### config.mk
export PLATFORM = sky130hd
export DESIGN_NAME = spi_master_ctrl
export DESIGN_NICKNAME = d
export VERILOG_FILES = /design/src/rtl/spi_master_ctrl.sv
export SDC_FILE = /design/constraint.sdc
export NUM_CORES = 1
export LEC_CHECK = 0
export CAP_MARGIN = 0
export CORE_ASPECT_RATIO = 1.25
export CORE_MARGIN = 5
export CORE_UTILIZATION = 55
export CTS_CLUSTER_DIAMETER = 40
export CTS_CLUSTER_SIZE = 12
export DETAILED_ROUTE_END_ITERATION = 12
export PLACE_DENSITY = 0.8
export RECOVER_POWER = 25
export SLEW_MARGIN = 30
export SYNTH_ARGS = -nofsm -noshare
export SYNTH_HDL_FRONTEND = slang
export SYNTH_SLANG_ARGS = --single-unit
export TNS_END_PERCENT = 50
### constraint.sdc
create_clock -name Clock -period 3.1 [get_ports Clock]
set_input_delay 0.775 -clock Clock [delete_from_list [all_inputs] [get_ports Clock]]
set_output_delay 0.775 -clock Clock [all_outputs]
set_load 0.05 [all_outputs]
### src/rtl/spi_master_ctrl.sv
// spi_master_ctrl: one-byte full-duplex SPI master, LSB first, with a
// Start/Busy/Done host handshake and active-low per-slave selects.
// Build macro SPI_LOOPBACK_EN: receive data comes from the registered MOSI.
// In that build the external MISO is ignored and the selects stay inactive.
module spi_master_ctrl #(
  parameter int unsigned CLK_DIV    = 4,
  parameter int unsigned NUM_SLAVES = 2,
  parameter int unsigned SEL_W      = 1
) (
  input  logic                  Clock,
  input  logic                  Reset,
  input  logic                  Start,
  input  logic [1:0]            Mode,
  input  logic [SEL_W-1:0]      Slave_Id,
  input  logic [7:0]            Tx_Data,
  output logic [7:0]            Rx_Data,
  output logic                  Busy,
  output logic                  Done,
  output logic                  Err,
  output logic                  SCLK,
  output logic [1:0]            Mode_Out,
  output logic                  MOSI,
  input  logic                  MISO,
  output logic                  Enable,
  output logic [NUM_SLAVES-1:0] Slave_Select
);

  localparam int unsigned DIV_W = 8;
  localparam int unsigned TGL_W = 4;
  localparam logic [DIV_W-1:0] DIV_LAST = DIV_W'(CLK_DIV - 1);

  typedef enum logic [1:0] {IDLE, SETUP, XFER, HOLD} state_t;

  state_t                  state_q, state_d;
  logic [DIV_W-1:0]        div_q, div_d;
  logic [TGL_W-1:0]        tgl_q, tgl_d;
  logic [1:0]              mode_q, mode_d;
  logic [7:0]              tx_q, tx_d;
  logic [7:0]              rx_sr_q, rx_sr_d;
  logic [7:0]              rx_data_q, rx_data_d;
  logic                    busy_q, busy_d;
  logic                    done_q, done_d;
  logic                    err_q, err_d;
  logic                    sclk_q, sclk_d;
  logic                    mosi_q, mosi_d;
  logic                    en_q, en_d;
  logic [NUM_SLAVES-1:0]   ss_q, ss_d;

  logic                    miso_src;
  logic                    bus_en;
  logic                    phase_q;
  logic                    div_last;
  logic [2:0]              drv_idx;

  // Receive source: looped-back MOSI or the external slave
`ifdef SPI_LOOPBACK_EN
  logic unused_miso;
  assign unused_miso = MISO;
  assign miso_src    = mosi_q;
  assign bus_en      = 1'b0;
`else
  assign miso_src    = MISO;
  assign bus_en      = 1'b1;
`endif

  // Phase is set for modes 1 and 2; polarity (idle SCLK) for modes 2 and 3
  assign phase_q  = mode_q[1] ^ mode_q[0];
  assign div_last = (div_q == DIV_LAST);

  // Edges are counted from the idle level: toggles with tgl_q[0]==0 are the
  // leading edges. Phase 0 samples on leading and drives the next bit on
  // trailing (bit 0 is preloaded); phase 1 drives on leading, samples trailing.
  assign drv_idx = phase_q ? tgl_q[3:1] : (tgl_q[3:1] + 3'd1);

  // Next-state and output logic
  always_comb begin
    state_d   = state_q;
    div_d     = div_q;
    tgl_d     = tgl_q;
    mode_d    = mode_q;
    tx_d      = tx_q;
    rx_sr_d   = rx_sr_q;
    rx_data_d = rx_data_q;
    busy_d    = busy_q;
    done_d    = 1'b0;
    err_d     = 1'b0;
    sclk_d    = sclk_q;
    mosi_d    = mosi_q;
    en_d      = en_q;
    ss_d      = ss_q;
    unique case (state_q)
      IDLE: begin
        if (Start) begin
          mode_d  = Mode;
          tx_d    = Tx_Data;
          sclk_d  = Mode[1];
          div_d   = '0;
          tgl_d   = '0;
          rx_sr_d = '0;
          if (32'(Slave_Id) >= NUM_SLAVES) begin
            done_d = 1'b1;
            err_d  = 1'b1;
          end else begin
            busy_d  = 1'b1;
            state_d = SETUP;
            ss_d    = bus_en ? ~(NUM_SLAVES'(1) << Slave_Id) : '1;
            en_d    = bus_en;
            if (!(Mode[1] ^ Mode[0])) begin
              mosi_d = Tx_Data[0];
            end
          end
        end
      end
      SETUP: begin
        if (div_last) begin
          div_d   = '0;
          state_d = XFER;
        end else begin
          div_d = div_q + DIV_W'(1);
        end
      end
      XFER: begin
        if (div_last) begin
          div_d  = '0;
          sclk_d = ~sclk_q;
          tgl_d  = tgl_q + TGL_W'(1);
          if (tgl_q[0] == phase_q) begin
            rx_sr_d = {miso_src, rx_sr_q[7:1]};
          end else if (phase_q || (tgl_q != TGL_W'(15))) begin
            mosi_d = tx_q[drv_idx];
          end
          if (tgl_q == TGL_W'(15)) begin
            state_d = HOLD;
          end
        end else begin
          div_d = div_q + DIV_W'(1);
        end
      end
      HOLD: begin
        if (div_last) begin
          div_d     = '0;
          state_d   = IDLE;
          ss_d      = '1;
          en_d      = 1'b0;
          mosi_d    = 1'b0;
          busy_d    = 1'b0;
          rx_data_d = rx_sr_q;
          done_d    = 1'b1;
        end else begin
          div_d = div_q + DIV_W'(1);
        end
      end
      default: state_d = IDLE;
    endcase
  end

  // State and output registers with synchronous reset
  always_ff @(posedge Clock) begin
    if (Reset) begin
      state_q   <= IDLE;
      div_q     <= '0;
      tgl_q     <= '0;
      mode_q    <= '0;
      tx_q      <= '0;
      rx_sr_q   <= '0;
      rx_data_q <= '0;
      busy_q    <= 1'b0;
      done_q    <= 1'b0;
      err_q     <= 1'b0;
      sclk_q    <= 1'b0;
      mosi_q    <= 1'b0;
      en_q      <= 1'b0;
      ss_q      <= '1;
    end else begin
      state_q   <= state_d;
      div_q     <= div_d;
      tgl_q     <= tgl_d;
      mode_q    <= mode_d;
      tx_q      <= tx_d;
      rx_sr_q   <= rx_sr_d;
      rx_data_q <= rx_data_d;
      busy_q    <= busy_d;
      done_q    <= done_d;
      err_q     <= err_d;
      sclk_q    <= sclk_d;
      mosi_q    <= mosi_d;
      en_q      <= en_d;
      ss_q      <= ss_d;
    end
  end

  assign Rx_Data      = rx_data_q;
  assign Busy         = busy_q;
  assign Done         = done_q;
  assign Err          = err_q;
  assign SCLK         = sclk_q;
  assign Mode_Out     = mode_q;
  assign MOSI         = mosi_q;
  assign Enable       = en_q;
  assign Slave_Select = ss_q;

endmodule

==> impl_summary.md, run 1 <==
Status
The flow ran to the end, and the final reports show no timing, DRC or antenna violations.

GRT
Across every metal layer, demand over resource in global routing totals 0.190. The via count of the first global-routing pass is roughly 2,000. Entering global routing, the biggest net connects 26 pins.

The initial antenna violation count came to 0. Global routing finished with a remaining overflow of 0. The first global-routing pass estimated between 9000 and 10,000 um of wire.

Critical path
Data on the critical path is required at its endpoint by roughly 2300 ps. The arrival time reported for the critical path endpoint is between 1500 and 2000 ps. The worst setup path is captured at a primary output. Traced cell by cell, the critical path runs through clkdlybuf4s50_1. The count of buffering cells on the critical path with inverters included is 1. The slowest stage cell on the critical path is clkdlybuf4s50_1. The kind of start point of the critical path is a register. The family with the most delay on the worst path is buffers and inverters. The worst-path maximum fanout is 4. The largest stage delay on the critical path is ~840 ps.

The startpoint-to-endpoint class of the critical path is register to primary output.

Power and ir drop
The combinational fraction of design power is 0.426. The share of total power dissipated in sequential elements is 0.371. The cell internal power dissipation is roughly 1.1 mW. The leakage component of the power is between 1 and 1.5 nW. Of the total power, the share spent switching nets is 0.407. The share of total power dissipated in the clock network is 0.203. The analysis attributes to net switching a power of approximately 780 uW. Across the VDD grid, the largest voltage drop is about 0.44 mV. The power density of the placed cells is between 600 and 700 nW/um^2. The overall power is between 1.5 and 2 mW.

Drt
Detailed routing inserted a total of between 2,000 and 2,500 vias. Once detail routing completed, the nets flagged for antenna violations numbered 0. Before antenna repair, the detailed router went through 4 iterations.

Wires add up to just over 5000 um. For this run, design rule violations remaining after detail routing come to 0. The average wire per standard cell is approximately 14 um. The first routing iteration left roughly 150 violations. The mean number of vias per cell is between 5 and 6.

Clocking
The buffer cell driving the clock tree root is clkbuf_8. The number of gates resized after cts is 0. TritonCTS built the clock tree. The hold buffer count at cts is 0. The number of clock buffers inserted by TritonCTS is 5. In this run the number of H-tree levels came out at 2.

The clock transition at the registers of the reported paths is about 90 ps. The clock sink total is 46. The clock latency on the worst-skew pair is 310 ps. The post-CTS setup-driven buffer insertion count is 0. The maximum root-to-sink buffer count is 2.

Synth
For this run, the leading register cell type out of synthesis is dfxtp_1. The number of enable-type register cells in the synthesized netlist is 0. When the netlist entered floorplanning its net count stood at 305. The proportion of register bits with asynchronous set or reset after synthesis is 0. The mapped netlist covers roughly 2400 sq um.

Counting flops and latches in the post-synthesis netlist gives 46. A synthesized cell averages roughly 8.5 sq um. The unique cell type count in the Yosys netlist is 51. The cell count after synthesis is approximately 280. The Yosys step of the flow raised 0 warnings. Of the synthesized area, sequential elements account for 0.383.

Placement
The post-DP HPWL is around 3700 um. Routability-driven placement finished with a final weighted congestion of 0.865. The placed cell area is 2750 sq um. The number of port buffers is 31.

Layout
Of the cells placed in the final design, the portion with a size suffix greater than 1 is 0.0839. The utilization after layout is 0.657. The count of filler cells inserted in the layout is approximately 370. The cell area after layout is around 2800 sq um. The number of nets in the finished design is roughly 330. The layout overhead on the synthesized area is 18.1%. The repair_antennas step left the layout with diodes totalling 0.

STA
Dividing the final minimum period by the clock period gives 0.758. The number of setup violations in the final report is 0. The final max-slew violation count was 0. The headroom to the max-slew limit is 0.546.

Across the routed clock network, the largest skew measured is between 9 and 10 ps. Derived from the worst setup path, the maximum achievable clock frequency is 0.426 GHz. The slew of the pin with the lowest slew margin is 679 ps.

The time the worst path needs with I/O delays and setup is 2350 ps. Setup repair after global routing left no endpoint under its margin. The final hold violation count is 0.

The post-route setup TNS is 0 ps.

Die
The die covers 5810 sq um. In this run the vertical extent of the chip is roughly 84 um. The number of core rows is 27. The top-level port count is 33. The initial utilization of the core area, before any placement, comes to 0.556. The area of the core region is 4320 sq um. The floorplan step set the die width to ~70 um.

Min path
The path class of the lowest-slack min-delay path is register to register.

Run
Across the run, the number of max-cap violations was 0.
## per-stage QoR
| step | setup WS [ps] | hold slack (ps) | instances |
|---|---|---|---|
| 6_report | 751 | 476 | 368 |
| 4_1_cts | 734 | 477 | 368 |
| 3_3_place_gp | 598 | 449 | 360 |
| 2_1_floorplan | 984 | 433 | 283 |
| 5_1_grt | 655 | 506 | 368 |
| 3_5_place_dp | 520 | 457 | 360 |
## placed cells by master, fill, tap and decap left out, types with 2 or more instances in the layout
master / n
dfxtp_1: 46
nand2_1: 31
nand3_1: 8
and2_1: 8
clkbuf_8: 5
xnor2_1: 4
o21bai_1: 2
ha_1: 7
inv_1: 7
a311oi_1: 3
a22oi_1: 3
a41oi_1: 2
a211oi_1: 3
inv_6: 3
o22ai_1: 3
dlygate4sd3_1: 2
o21ai_0: 13
mux2i_1: 21
nor2_1: 35
a21oi_1: 24
clkdlybuf4s50_1: 29
nand2b_1: 6
buf_4: 7
nand3b_1: 4
and3_1: 3
nor2b_1: 3
nor3_1: 3
## final timing paths
| check | start | slack [ps] | to | depth (start not counted) |
|---|---|---|---|---|
| setup / recovery | Mode_Out[1] | 750 | Mode_Out[1] | 1 |
| hold / removal | tx_q[5] | 480 | tx_q[5] | 2 |
| setup reg to reg | tgl_q[1] | 960 | MOSI | 5 |
| hold reg to reg | tx_q[5] | 480 | tx_q[5] | 2 |
## cell usage after synthesis, types with 4 or more instances
master / count / area, sq um
inv_1: 7 / 26.3
nand3b_1: 4 / 30.0
nand2_1: 31 / 116
and2_1: 9 / 56.3
clkbuf_1: 9 / 33.8
nand3_1: 8 / 40.0
nor2_1: 35 / 131
buf_4: 5 / 37.5
mux2i_1: 21 / 210
nand2b_1: 6 / 37.5
dfxtp_1: 46 / 921
a21oi_1: 24 / 120
ha_1: 7 / 87.6
xnor2_1: 4 / 35.0
o21ai_0: 13 / 65.1
## logic make-up (layout without fill, tap and decap cells)
family / count (synthesis) / after routing / synth area share
flops: 46 / 46 / 0.383
other cells: 1 / 1 / 0.00156
mux: 23 / 23 / 0.101
simple gates: 109 / 109 / 0.223
compound gates: 65 / 65 / 0.173
xor+xnor: 6 / 6 / 0.0322
buf+inv: 26 / 53 / 0.0504
fa+ha+maj: 7 / 7 / 0.0364
## registers in the layout (all words and copies together) (netlist names), 2 cells and up
signal and flops:
Rx_Data 8, div_q 8, rx_sr_q 8, tx_q 8, tgl_q 4, Mode_Out 2, Slave_Select 2, state_q 2
## area by class of cell
type | instances | area, sq um | area share
clock inverters | 3 | 26.3 | 0.00925
well taps | 58 | 72.6 | 0.0255
multi-input cells | 211 | 1360 | 0.480
repair buffers | 38 | 363 | 0.128
inverters | 7 | 26.3 | 0.00925
flip-flops and latches | 46 | 921 | 0.324
clock buffers | 5 | 68.8 | 0.0242
## routing by layer
layer	wire length [um]	vias up	GRT usage
met4	100	0	0.0782
met1	2200	969	0.226
met3	250	9	0.0482
li1	-	1034	-
met2	2560	55	0.322
met5	0	-	0
## power by group through the flow
stage                     clock [mW]  sequential (mW)  combinational (mW)
after CTS                      0.407            0.714               0.820
after global placement             0            0.726               0.807
after floorplan                    0            0.801               0.553
after global routing           0.433            0.724               0.906
after detailed placement           0            0.727               0.818
final                          0.391            0.714               0.820
Power figures use the tool's default switching activity.
==> inputs of run 2 (changes only) <==
--- a/config.mk
+++ b/config.mk
@@ -8,11 +8,11 @@
 export CAP_MARGIN = 0
 export CORE_ASPECT_RATIO = 1.25
 export CORE_MARGIN = 5
-export CORE_UTILIZATION = 55
+export CORE_UTILIZATION = 49
 export CTS_CLUSTER_DIAMETER = 40
 export CTS_CLUSTER_SIZE = 12
 export DETAILED_ROUTE_END_ITERATION = 12
-export PLACE_DENSITY = 0.8
+export PLACE_DENSITY = 0.75
 export RECOVER_POWER = 25
 export SLEW_MARGIN = 30
 export SYNTH_ARGS = -nofsm -noshare
==> constraint.sdc (replaced) <==
create_clock -name Clock -period 1.92 [get_ports Clock]
set_input_delay 0.48 -clock Clock [delete_from_list [all_inputs] [get_ports Clock]]
set_output_delay 0.48 -clock Clock [all_outputs]
set_load 0.05 [all_outputs]
==> run 2 against run 1 <==
Net effect: clock power grew 120%; utilization is 3.7 points lower; die area increased by 11%; global-route usage shrank 1.4 points; sequential share of layout area down 1.1 points; first-iteration DRC count fell by 22%; worst setup slack worse by 630 ps; sequential power rose by 62%; largest cell class unchanged.
==> impl_summary.md, run 2 (synthesis results as in run 1) <==
Critical path
The worst setup slack for register-to-register paths is 120 ps. The arrival time reported for the critical path endpoint is about 2000 ps. The most critical setup path has its startpoint at tgl_q[1]. The worst-path maximum fanout is 4. The depth of the most critical reg-to-reg path is 5. The startpoint-to-endpoint class of the critical path is register to register. STA classifies the critical path endpoint as a register. The critical register-to-register path endpoint is MOSI.

The startpoint identified for the worst register-to-register timing path is tgl_q[1]. STA classifies the critical path startpoint as a register. At the worst endpoint, the required time is roughly 2200 ps.

Layout
At the end of the flow the core is filled with cells to 0.620. Leaving out fill and tap cells, the most frequent cell in the layout is dfxtp_1. In the layout the commonest cells are dfxtp_1 (43), nor2_1 (35), nand2_1 (30). The finished layout holds ~380 standard cells, fillers aside.

After routing the design area is between 2000 and 3000 sq um. In the final layout, flip-flops and latches occupy ~900 sq um. 0 antenna diodes ended up in the layout. The fraction of final layout cells sized beyond drive strength 1 is 0.154. The layout overhead on the synthesized area is 22.7%. The multi-input logic area is ~1400 sq um. After filler insertion, the fill cell instance count of the layout stands at roughly 430. In the final design database the tool counted 345 nets.

Drt
Wires add up to 5370 um. The mean number of vias per cell is roughly 5.4. The number of vias after detailed routing is 2,083. The remaining number of nets flagged by the antenna check after routing is 0. After detailed routing, the number of remaining DRC violations is 0. The detailed router finished its first iteration with approximately 120 violations.

The pre-antenna-repair detailed-routing pass consisted of 4 iterations. The average wire per standard cell is roughly 14 um.

Placement
The final RePlAce weighted congestion is 0.827. The post-DP HPWL is 3820 um. The placed cell area is ~2800 sq um. Buffers placed on the I/O ports in this run total 31.

The total instance count after detailed placement is 376.

Clocking
The tree is rooted in a clkbuf_8. Clock-pin slew was measured on the worst setup and hold paths at roughly 90 ps. Buffers inserted to repair hold after CTS numbered 0. The clock tree from TritonCTS is yes. The later pin in the worst-skew pair is clocked with a latency of about 300 ps. The number of H-tree levels is 2. The maximum root-to-sink buffer count is 2. Clock tree synthesis inserted a total of 5 buffers. The clock sink total is 46.

Status
The flow ran to the end, and the final reports show no timing, DRC or antenna violations.

GRT
The first-pass GRT wire length is 9110 um. The via count of the first global-routing pass is 2,087. The initial antenna violation count is 0.

The pin count of the biggest net entering global routing is 46. For this run, the total global-route usage over all layers was measured as 0.176. The residual overflow from global routing is 0.

STA
Setup repair after global routing left no endpoint under its margin. At the pin with the least slew margin, the transition time is ~600 ps. The final max-slew violation count is 0. Summed over all failing endpoints, the final setup total negative slack is 0 ps.

The final hold violation count came to 0. In this run the tightest slew margin relative to its limit is 0.603. The clock tree skew after final layout is ~8.3 ps. Based on the critical path, the design can be clocked at up to around 0.56 GHz. Of the available clock period, the critical path in the final layout requires 0.938. Setup violations remaining at the end of the flow were counted as 0. The time the worst path needs with I/O delays and setup is about 1800 ps.

Power and ir drop
Power spread over the standard cell area amounts to between 1000 and 1500 nW/um^2. The highest ir drop seen on vdd is just over 0.9 mV. The overall power is between 3 and 4 mW. For this design the static power due to leakage is approximately 1.2 nW.

Die
The area of the core region is between 4000 and 5000 sq um. The number of core rows is 28. The floorplan step set the die width to roughly 73 um.

The floorplan step defined a die boundary enclosing 6420 sq um. The initial cell density of the core is 0.505. The top-level port count is 33.

The y dimension of the die is 88.3 um.

Min path
The hold-critical path depth is 2. The startpoint identified for the worst hold timing path is tx_q[1]. For hold timing, the worst endpoint is tx_q[1]. The path class of the lowest-slack min-delay path is register to register.

Run
The count of maximum capacitance violations is 0.
## run 2: cell count changes in the layout (fill, tap and decap cells not counted), moves of 2 or more
cell             delta
dfxtp_1             -3
clkdlybuf4s50_1    -15
buf_12              +2
buf_4              +13
clkbuf_1           +15
ha_1                -2
bufinv_16           +2
inv_6               -3
dlygate4sd3_1       -2
dfxtp_2             +3
## run 2: report_power, final
group | total [mW] | switching, mW | internal [mW]
clock | 0.855 | 0.334 | 0.521
sequential | 1.16 | 0.0969 | 1.06
combinational | 1.53 | 0.869 | 0.658
total | 3.54 | 1.30 | 2.24
## run 2: per-layer routing
metal,vias to the layer above,global-route usage,share of wire
li1,1058,-,-
met1,985,0.203,0.44
met2,30,0.320,0.50
met3,10,0.0318,0.039
met4,0,0.0654,0.022
met5,-,0,0
## run 2: layout make-up
class                      instances  area share
sequential                        46       0.313
clock buffer                       5      0.0233
tap                               60      0.0254
multi-input combinational        211       0.471
clock inverter                     3      0.0233
inverter                           7     0.00890
timing repair buffer              52       0.135
## run 2: worst max path at each step
stage,end,slack [ps],cells after the start
after floorplan,MOSI,40,4
after global placement,tgl_q[3],-20,7
after detailed placement,tgl_q[3],-80,7
after CTS,MOSI,50,5
after global routing,rx_sr_q[4],4,7
final,MOSI,120,5
## run 2: per-stage QoR
step           setup WS [ps]  hold slack [ps]
2_1_floorplan           44.7              433
3_3_place_gp           -16.7              451
3_5_place_dp           -76.1              453
4_1_cts                 47.1              466
5_1_grt                 3.96              494
6_report                 119              464
## run 2: what timing repair did
item / 4_1_cts / 5_1_grt
endpoints found under the hold margin: 0 / 0
setup endpoints to repair: 0 / 15
gates resized for setup: 0 / 7
setup buffers: 0 / 0
## run 2: critical path: stages (launching register included)
cell and delay, ps:
dfxtp_1 390, ha_4 240, mux2i_1 120, mux4_2 490, o32a_1 370, a21oi_2 130
==> inputs of run 3 (changes only) <==
--- a/config.mk
+++ b/config.mk
@@ -8,11 +8,12 @@
 export CAP_MARGIN = 0
 export CORE_ASPECT_RATIO = 1.25
 export CORE_MARGIN = 5
-export CORE_UTILIZATION = 49
+export CORE_UTILIZATION = 51
+export CTS_BUF_LIST = sky130_fd_sc_hd__clkbuf_8
 export CTS_CLUSTER_DIAMETER = 40
 export CTS_CLUSTER_SIZE = 12
 export DETAILED_ROUTE_END_ITERATION = 12
-export PLACE_DENSITY = 0.75
+export PLACE_DENSITY = 0.78
 export RECOVER_POWER = 25
 export SLEW_MARGIN = 30
 export SYNTH_ARGS = -nofsm -noshare
==> run 3 against run 2 <==
Net effect: count of clock-buffer cells in the layout up 1; clock skew shrank 3.3 ps; flip-flop and latch count did not move; sequential share of layout area rose by 0.25 points; wire length fell by 2.1%; final cell count is 0.78% higher; total power is 5.4% lower; non-clock buffer count rose by 3; critical endpoint is now div_q[3]; largest power group unchanged.
==> impl_summary.md, run 3 (synthesis results as in run 1) <==
Die
The floorplan step defined a die boundary enclosing a little over 6000 sq um. The area of the core region is ~4700 sq um. The initialized floorplan defines 28 standard-cell rows. For this configuration, the core starts out at a cell density of 0.516.

The top-level port count is 33. The die width is 71.4 um. The y dimension of the die is around 87 um.

Drt
The mean number of vias per cell is about 5.4. In the final routing, the length of wire on met1 measures roughly 2300 um. After detailed routing, the number of remaining DRC violations is 0. The average wire per standard cell is around 14 um. The met3 routed wirelength is 226 um. The first detailed-routing pass ran for 4 iterations.

In this run the top signal layer used is met4. The number of vias after detailed routing is about 2,100. The remaining number of nets flagged by the antenna check after routing is 0. The total wire length after detailed routing is 5250 um. Detailed routing placed a total of approximately 2700 um of wire on met2.

The number of DRC violations after detailed-routing iteration 0 is between 150 and 200.

Layout
The net count of the finished layout is 348. The leading cell type in the layout, fill and taps excluded is dfxtp_1. The repair_antennas step left the layout with diodes totalling 0. Once layout is complete, the utilization of the core stands at 0.628. Leaving out fill and tap cells, the most frequent cells in the layout are dfxtp_1 (44), nor2_1 (35), nand2_1 (31).

Fill cells in the final layout number a little over 400. Of the cells placed in the final design, the portion with a size suffix greater than 1 is 0.147. The area growth from synthesis to layout is 21.6%.

STA
At the pin with the least slew margin, the transition time is between 600 and 700 ps. For this run, the top clock speed supported by timing is 0.550 GHz. Between clock sinks in the finished design, the worst skew comes to ~5.1 ps. The time the worst path needs with I/O delays and setup is ~1800 ps.

The headroom to the max-slew limit is 0.587. Setup violations remaining at the end of the flow were counted as 0. Setup repair after global routing left no endpoint under its margin. Of the available clock period, the critical path in the final layout requires 0.947. The final max-slew violation count is 0. The final hold violation count came to 0. Adding up every negative setup slack in the final design gives 0 ps.

Critical path
At the worst endpoint, the arrival time is approximately 2000 ps. The startpoint-to-endpoint class of the critical path is register to register. The largest stage delay on the critical path is between 600 and 700 ps.

The signal on the critical path passes through ha_1 -> or4b_2 -> o21ai_1 -> buf_4 -> o21ai_0 -> nand2_1 -> a21oi_1. In this run the worst path has a maximum fanout of 4. STA classifies the critical path endpoint as a register. The slowest stage cell on the critical path is or4b_2. STA classifies the critical path startpoint as a register. The required time at the worst-slack endpoint is 2110 ps. The family with the most delay on the worst path is simple AND/OR/NAND/NOR gates. Counting both buffers and inverters, the worst setup path holds a total of 1.

GRT
For this run, the total global-route usage over all layers was measured as 0.174. The initial antenna violation count is 0. Global routing finished with a remaining overflow of 0. The pin count of the biggest net entering global routing is 46.

The via count of the first global-routing pass is 1,941. The first-pass GRT wire length is 8760 um.

Power and ir drop
The highest ir drop seen on vdd is about 0.55 mV. The analysis attributes to cell leakage a power of 1.19 nW. The overall power is 3.35 mW.

Power spread over the standard cell area amounts to 1150 nW/um^2.

Placement
Port buffering added 31 buffers. At the end of routability-driven placement, the weighted congestion stood at 0.844. The HPWL after detailed placement is 3860 um.

Clocking
The longest clock path from root to sink contains 2 buffers. The buffer cell driving the clock tree root is clkbuf_8. The H-tree was split into 2 levels. The clock tree from TritonCTS is yes. For the worst-skew pair, the clock arrives at the later sink with an insertion delay of about 300 ps. The clock transition at the registers of the reported paths is about 80 ps. Clock tree synthesis inserted a total of 5 buffers. The number of hold buffers added after CTS was 0. The clock sink total is 46.

Run
Across the run, the number of max-cap violations was 0.

Status
The flow ran to the end, and the final reports show no timing, DRC or antenna violations.

Min path
The path class of the lowest-slack min-delay path is register to register.
[run 3: layout make-up]
| cell class | count | area (sq um) | share of cell area |
|---|---|---|---|
| well taps | 60 | 75.1 | 0.0257 |
| flip-flops and latches | 46 | 923 | 0.316 |
| inverters | 7 | 26.3 | 0.00898 |
| repair buffers | 55 | 429 | 0.147 |
| multi-input cells | 211 | 1380 | 0.470 |
| clock inverters | 2 | 12.5 | 0.00428 |
| clock buffers | 6 | 82.6 | 0.0282 |
[run 3: per-layer routing]
| layer | GRT usage | vias up |
|---|---|---|
| met5 | 0 | - |
| met4 | 0.0667 | 0 |
| met3 | 0.0452 | 9 |
| met2 | 0.303 | 41 |
| met1 | 0.204 | 965 |
| li1 | - | 1068 |
[run 3: worst paths after layout]
path	from	end	slack (ps)	depth (start not counted)
setup reg to reg	div_q[0]	div_q[3]	100	7
hold reg to reg	tx_q[1]	tx_q[1]	470	2
setup / recovery	div_q[0]	div_q[3]	100	7
hold / removal	tx_q[1]	tx_q[1]	470	2
[run 3: timing repair]
action                                  CTS  global route
buffers inserted                          0             0
gates resized for setup                   0             2
endpoints found under the setup margin    0             4
endpoints found under the hold margin     0             0
[run 3: per-stage QoR]
| stage | setup slack, ps | cells | hold WS, ps | instance area [sq um] |
|---|---|---|---|---|
| 4_1_cts | 17.5 | 387 | 477 | 2970 |
| 2_1_floorplan | 44.7 | 283 | 433 | 2410 |
| 3_5_place_dp | -47.7 | 379 | 465 | 2870 |
| 5_1_grt | 19.5 | 387 | 488 | 2930 |
| 3_3_place_gp | -3.79 | 379 | 452 | 2870 |
| 6_report | 101 | 387 | 473 | 2930 |
[run 3: power by group]
group	internal [mW]	leakage (nW)	switching (mW)
Combinational	0.698	0.764	0.875
Clock	0.290	0.0472	0.330
Sequential	1.06	0.374	0.0966
Total	2.05	1.19	1.30
[run 3: tightest hold or removal path, delay by kind of cell (launching register included)]
family          cells  cell delay (ps)
simple gates        1               60
flops               1              320
compound gates      1               50
